File: config.mk
export PLATFORM = sky130hd
export DESIGN_NAME = mig_ui_adapter
export DESIGN_NICKNAME = d
export VERILOG_FILES = /design/src/rtl/mig_ui_adapter.sv
export SDC_FILE = /design/constraint.sdc
export NUM_CORES = 1
export LEC_CHECK = 0
export ABC_AREA = 1
export BUFFER_PORTS_ARGS = -buffer_cell sky130_fd_sc_hd__buf_2
export CORE_MARGIN = 2
export CORE_UTILIZATION = 25
export CTS_BUF_LIST = sky130_fd_sc_hd__clkbuf_4 sky130_fd_sc_hd__clkbuf_8
export DETAILED_ROUTE_END_ITERATION = 10
export GPL_ROUTABILITY_DRIVEN = 0
export SLEW_MARGIN = 5
export SYNTH_ARGS = -nofsm -noshare
export SYNTH_HDL_FRONTEND = slang
export SYNTH_SLANG_ARGS = --single-unit
File: constraint.sdc
create_clock -name sys_clk_i -period 1.75 [get_ports sys_clk_i]
set_input_delay 0.2625 -clock sys_clk_i [delete_from_list [all_inputs] [get_ports sys_clk_i]]
set_output_delay 0.2625 -clock sys_clk_i [all_outputs]
set_load 0.1 [all_outputs]
File: src/rtl/mig_ui_adapter.sv
// mig_ui_adapter: maps single-word bridge requests onto one-beat MIG 7-series UI write/read transactions.
module mig_ui_adapter #(
    parameter int DATA_W     = 32,
    parameter int ADDR_W     = 27,
    parameter int APP_DATA_W = 128,
    parameter int ADDR_SHIFT = 1
) (
    input  logic                    sys_clk_i,
    input  logic                    sys_reset_i,
    input  logic                    init_calib_complete_i,
    input  logic                    en_i,
    input  logic                    w_en_i,
    input  logic [ADDR_W-1:0]       addr_i,
    input  logic [DATA_W-1:0]       data_i,
    input  logic [DATA_W/8-1:0]     strb_i,
    output logic                    ready_o,
    output logic                    w_ready_o,
    output logic [DATA_W-1:0]       data_o,
    output logic                    valid_o,
    output logic [ADDR_W-1:0]       app_addr_o,
    output logic [2:0]              app_cmd_o,
    output logic                    app_en_o,
    input  logic                    app_rdy_i,
    output logic [APP_DATA_W-1:0]   app_wdf_data_o,
    output logic [APP_DATA_W/8-1:0] app_wdf_mask_o,
    output logic                    app_wdf_wren_o,
    output logic                    app_wdf_end_o,
    input  logic                    app_wdf_rdy_i,
    input  logic [APP_DATA_W-1:0]   app_rd_data_i,
    input  logic                    app_rd_data_valid_i,
    input  logic                    app_rd_data_end_i
);
    localparam int LANES  = APP_DATA_W / DATA_W;
    localparam int SB     = DATA_W / 8;
    localparam int OFF_LO = $clog2(SB);
    localparam int LANE_W = LANES > 1 ? $clog2(LANES) : 1;

    typedef enum logic [1:0] {IDLE, WR, RD_CMD, RD_WAIT} state_t;

    state_t                  state_q, state_d;
    logic                    ready_q, ready_d, valid_q, valid_d;
    logic                    en_q, en_d, wren_q, wren_d;
    logic [DATA_W-1:0]       data_q, data_d;
    logic [ADDR_W-1:0]       addr_q, addr_d, aligned;
    logic [2:0]              cmd_q, cmd_d;
    logic [APP_DATA_W-1:0]   wdata_q, wdata_d;
    logic [APP_DATA_W/8-1:0] mask_q, mask_d, mask_new;
    logic [LANE_W-1:0]       lane_q, lane_d, lane_in;

    assign lane_in = LANES > 1 ? addr_i[OFF_LO +: LANE_W] : '0;
    assign aligned = addr_i & ~ADDR_W'(APP_DATA_W / 8 - 1);

    // Only the selected lane may write; every other byte of the beat is masked.
    always_comb begin
        mask_new = '1;
        for (int k = 0; k < LANES; k++)
            for (int b = 0; b < SB; b++)
                mask_new[k*SB+b] = !(lane_in == LANE_W'(k) && strb_i[b]);
    end

    always_comb begin
        state_d = state_q;
        valid_d = 1'b0;
        en_d    = en_q;
        wren_d  = wren_q;
        data_d  = data_q;
        addr_d  = addr_q;
        cmd_d   = cmd_q;
        wdata_d = wdata_q;
        mask_d  = mask_q;
        lane_d  = lane_q;
        case (state_q)
            IDLE: if (en_i && ready_q) begin
                state_d = w_en_i ? WR : RD_CMD;
                addr_d  = aligned >> ADDR_SHIFT;
                cmd_d   = w_en_i ? 3'b000 : 3'b001;
                en_d    = 1'b1;
                wren_d  = w_en_i;
                wdata_d = {LANES{data_i}};
                mask_d  = mask_new;
                lane_d  = lane_in;
            end
            // Command and write-data halves retire independently.
            WR: begin
                en_d    = en_q && !app_rdy_i;
                wren_d  = wren_q && !app_wdf_rdy_i;
                state_d = (!en_d && !wren_d) ? IDLE : WR;
            end
            RD_CMD: if (app_rdy_i) begin
                en_d    = 1'b0;
                state_d = RD_WAIT;
            end
            RD_WAIT: if (app_rd_data_valid_i) begin
                data_d  = app_rd_data_i[lane_q*DATA_W +: DATA_W];
                valid_d = 1'b1;
                state_d = IDLE;
            end
            default: state_d = IDLE;
        endcase
        ready_d = (state_d == IDLE) && init_calib_complete_i;
    end

    always_ff @(posedge sys_clk_i) begin
        if (sys_reset_i) begin
            state_q <= IDLE;
            ready_q <= 1'b0;
            valid_q <= 1'b0;
            en_q    <= 1'b0;
            wren_q  <= 1'b0;
            data_q  <= '0;
            addr_q  <= '0;
            cmd_q   <= '0;
            wdata_q <= '0;
            mask_q  <= '1;
            lane_q  <= '0;
        end else begin
            state_q <= state_d;
            ready_q <= ready_d;
            valid_q <= valid_d;
            en_q    <= en_d;
            wren_q  <= wren_d;
            data_q  <= data_d;
            addr_q  <= addr_d;
            cmd_q   <= cmd_d;
            wdata_q <= wdata_d;
            mask_q  <= mask_d;
            lane_q  <= lane_d;
        end
    end

    // A single-beat read must always arrive as its own last beat.
    always_ff @(posedge sys_clk_i)
        if (!sys_reset_i && state_q == RD_WAIT && app_rd_data_valid_i)
            assert (app_rd_data_end_i);

    assign ready_o        = ready_q;
    assign w_ready_o      = ready_q;
    assign data_o         = data_q;
    assign valid_o        = valid_q;
    assign app_addr_o     = addr_q;
    assign app_cmd_o      = cmd_q;
    assign app_en_o       = en_q;
    assign app_wdf_data_o = wdata_q;
    assign app_wdf_mask_o = mask_q;
    assign app_wdf_wren_o = wren_q;
    assign app_wdf_end_o  = wren_q;
endmodule

Yosys cells after proc, flatten, opt, wreduce, memory -nomap -nowiden. Cells that the tools add are included.

Word-level logic and storage cells: 85. Register bits after elaboration: 210. Input port bits: 200. Output and inout bits: 212.

Reduce and logical (&&, ||, !) cells: 51. Multiplexer cells: 13. Equality and inequality tests: 8. Shifts and indexed selects: 1. Bitwise logic cells: 1.

Operator list (number): 128-bit by 8-bit indexed part select with 32-bit output (1); 1-bit logical AND (21); 1-bit zero test (20); 2-bit equality test, second input constant (4); 2-bit 2-to-1 mux (4); 2-bit case mux with 4 select lines (1); 2-bit zero test (3); 1-bit 2-to-1 mux (6); 2-bit AND reduction (3); 2-bit by 1-bit equality test with 1-bit output, second input constant (2); 2-bit != test, second input constant (2); 1-bit case mux with 3 select lines (1); 3-bit AND reduction (1); 3-bit nonzero test (1); 1-bit case mux with 2 select lines (1); 2-bit nonzero test (1); 2-bit OR reduction (1); 1-bit NOT (1).

Logic depth before layout (Yosys ltp).
Depth after elaboration: 8. Gate-level depth with buffers: 9.

Worst setup path after synthesis. OpenSTA, ideal clock, no wires.

Path type: flip-flop to flip-flop. Start point: register ready_q, in the netlist ready_o. End point: register mask_q[2], in the netlist app_wdf_mask_o[2]. Required time: 1.620 ns. Arrival: 1.862 ns. Buffers on the path: 2. Library setup time: 0.130 ns. Cell stages (with the launch flop): 8. Clock period less this slack: 1.992 ns. Setup slack: -0.242 ns. Cells stage by stage: dfxtp_1 -> nand2_1 -> nor2_4 -> inv_2 -> buf_6 -> buf_6 -> nand2_1 -> nand3_1.

Longest elaborated chain between the ends: 2.

Ends and longest elaborated chain: from (decl) (RTL line 41) `logic ready_q, ready_d, valid_q, valid_d;`; from (signal assigned) (RTL line 118) `ready_q <= ready_d;`; 1-bit logical AND (RTL line 73) `IDLE: if (en_i && ready_q) begin`; 2-bit AND reduction (no source line); to (signal assigned) (RTL line 126) `mask_q <= mask_d;`; to (decl) (RTL line 47) `logic [APP_DATA_W/8-1:0] mask_q, mask_d, mask_new;`.

Every way passes these cells. A chain may end at the register's enable or synchronous reset.

Worst setup path in the final report.
Start point: register wdata_q[105], in the netlist app_wdf_data_o[105]. End point: output app_wdf_data_o[105].

RTL lines: from (decl) (RTL line 46) `logic [APP_DATA_W-1:0] wdata_q, wdata_d;`; from (signal assigned) (RTL line 125) `wdata_q <= wdata_d;`; to (decl) (RTL line 24) `output logic [APP_DATA_W-1:0] app_wdf_data_o,`.

No word-level cell between the ends.

==> impl_results.md <==
- Yosys reg bits: 112
- Met3 Usage GRT: 0.03636
- Initial Util: 0.2527
- Peak Freq: 613.1 MHz
- Final WS setup: between 0.1 and 0.15 ns
- Synth top area cells: dfxtp_1, nor2_1, buf_4, o21ai_0, nand2_1
- Port Buffers: 402
- GR peak layer: met2
- Top-count cell post-synth: nor2_1
- HP Start: data_i[1]
- Worst-Skew Late Latency: slightly below 0.4 ns
- Design Area, Final: 7806 sq um
- CP max stage delay: 0.49 ns
- Ys flop type: dfxtp_1
- Reg area: around 2200 sq um
- Die Height: 160.1 um
- I/O pins: around 400
- Area Overhead vs Synth: 28.14%
- Worst Reg-to-Reg Cells: 8
- CP endpoint kind: output port
- CP top delay family: flip-flops
- Syn Inst Count: just over 900
- P per Cell Area: 907.9 nW/um^2
- Reg2reg start: state_q[0]
- CTS clock-pin slew for the worst setup and hold paths: between 0.1 and 0.15 ns
- Mean routed wirelength per cell: 12.82 um
- Least-Margin Pin Slew: 0.5246 ns
- Buf+Inv Stages, Crit Path: 1
- Ys Warns: 0
- Unique cell type count in the Yosys netlist: 20
- Flop pwr share: 0.390
- Post-DP HPWL: 14820 um
- Setup Slack @ Placement: around 0.17 ns
- Core ar.: 24110 sq um
- Drt pass-1 iters: 4
- Slowest CP cell: dfxtp_1
- RSZ-0062 raised after global routing: no
- Peak VDD IR: 358.6 uV
- Combinational share of power: 0.390
- Sw Share: 0.4787
- Antenna-violating nets left: 0
- Worst Clk Skew: 0.01599 ns
- Routing usage on met1: 0.1596
- Initial antenna violation count: 4
- DRC Markers: 0
- GRT met2 Usage: 0.2641
- Via count: 6497
- Number of synthesized flops with an enable pin: 0
- Hold Path Depth: 3
- Async S/R FF share, synth: 0
- Critical Path Start Type: register
- Hold crit path type: in2reg
- Worst EP arrival: between 1 and 1.5 ns
- WHS Endpoint: app_wdf_data_o[97]
- Final Hold Vio Count: 0
- Data required, critical path: 1.49 ns
- Fin Setup TNS: 0 ns
- Max-cap violations: 0
- Reg2reg end: app_addr_o[18]
- Crit path launch: app_wdf_data_o[105]
- Power share of the clock group: 0.220
- Grt ovf: 0
- Root buffer cell: clkbuf_8
- Leak: ~4.4 nW
- Internal power: 0.003695 W
- Status: finished, final reports clean
- Multi-input logic area: 2564 sq um
- Final setup vio count: 0
- Pins Over Slew Limit: 0
- Clock buffer depth: 2
- Cell area after synthesis: 6092 sq um
- Minimum clock period: approximately 1.6 ns
- First-pass GRT wire length: 29440 um
- Vias in the first global route: 5745
- Max FO, Critical Path: 5
- Die W: 160.1 um
- CTS tree: yes
- Flop2flop setup slack: 0.19 ns
- Largest net degree at the start of global routing: 65
- Total power: 0.007087 W
- Final nets: 1395
- Clock Sinks: 112
- Top cells by count, synth: nor2_1, dfxtp_1, buf_4
- Layout cell share with drive strength beyond 1: 0.3757
- Sequential fraction of the synthesis area: 0.3680
- H-tree levels: 3
- Cts bufs inserted: 9
- Crit Path Class: reg2out
- DR vias/cell: approximately 4.3
- FILL cells: between 2000 and 3000
- Post-detailed-routing wire length: 19520 um
- Tot GR Track Use: 0.1439
- Yosys top cell area share: 0.3680
- Leading area contributor after synthesis: dfxtp_1
- Crit share post-route: 0.9320
- Num rows: 57
- P_sw: 0.003393 W
- CP Cell Sequence: buf_2
- Initial DRC Count: 421
- Die area: 25630 sq um
- Placed Area: around 7600 sq um
- Slew HR: 0.6527
- Syn_area_per_cell: 6.644 sq um
worst max path at each step:
stage	cells after the start	end
2_1_floorplan	1	app_wdf_data_o[100]
3_3_place_gp	6	data_o[0]
3_5_place_dp	6	data_o[8]
4_1_cts	1	app_wdf_data_o[116]
5_1_grt	1	app_wdf_data_o[52]
6_report	1	app_wdf_data_o[105]
logic make-up after synthesis:
family                   after synthesis  synth area share
AND/OR/NAND/NOR                      442            0.2890
buffers and inverters                212            0.2142
AO/OA/AOI/OAI                        146            0.1199
other                                  1         0.0006156
flip-flops                           112            0.3680
adder cells (fa/ha/maj)                4          0.008216
registers in the layout (all words and copies together) (netlist names):
name            flops
app_addr_o         23
app_wdf_end_o       1
ready_o             1
app_cmd_o           1
state_q             2
app_wdf_data_o     32
data_o             32
valid_o             1
app_wdf_mask_o     16
lane_q              2
app_en_o            1
cell usage in the layout, fill, tap and decap left out, types with 8 or more instances in the layout:
cell / synthesis / layout
buf_2: 13 / 402
nand3_1: 52 / 52
nor2_1: 297 / 297
inv_1: 50 / 49
dfxtp_1: 112 / 110
clkbuf_8: 0 / 9
nor2_2: 10 / 10
nand2_1: 81 / 81
o21ai_1: 35 / 35
o21ai_0: 105 / 105
buf_4: 111 / 8
layout make-up:
cell class,count,area share
Tap cell,324,0.05193
Inverter,54,0.02597
Multi-Input combinational cell,598,0.3284
Clock inverter,6,0.008174
Timing Repair Buffer,416,0.2808
Antenna cell,3,0.0009617
Sequential cell,112,0.2879
Clock buffer,9,0.01587
power groups by stage:
stage                     Combinational, W  Clock, W  Sequential [W]
final                              0.00276   0.00156         0.00276
after global routing               0.00289   0.00178         0.00278
after CTS                          0.00278   0.00167         0.00277
after detailed placement           0.00277         0         0.00283
after global placement             0.00277         0         0.00282
after floorplan                    0.00167         0         0.00354
through the flow:
stage          utilization  cells  hold WS (ns)
2_1_floorplan            -    922        0.3907
3_3_place_gp        0.3156   1504        0.4360
3_5_place_dp        0.3156   1504        0.4445
4_1_cts             0.3234   1519       0.04418
5_1_grt             0.3237   1521       0.05436
6_report            0.3238   1522       0.08598
worst min-delay path, delay by kind of cell:
kind / cells / cell delay (ns)
simple gates: 2 / 0.11
buf+inv: 1 / 0.07
per-layer routing:
metal / vias up / share of wire
li1: 3303 / -
met2: 269 / 0.50
met4: 0 / 0.026
met1: 2896 / 0.40
met5: - / 0
met3: 29 / 0.072
what timing repair did:
item	in CTS	in global routing
endpoints found under the setup margin	0	4
resized for setup	0	1
buffers inserted	0	0
hold buffers	0	0
No activity file was read; power rests on OpenSTA's default activity.
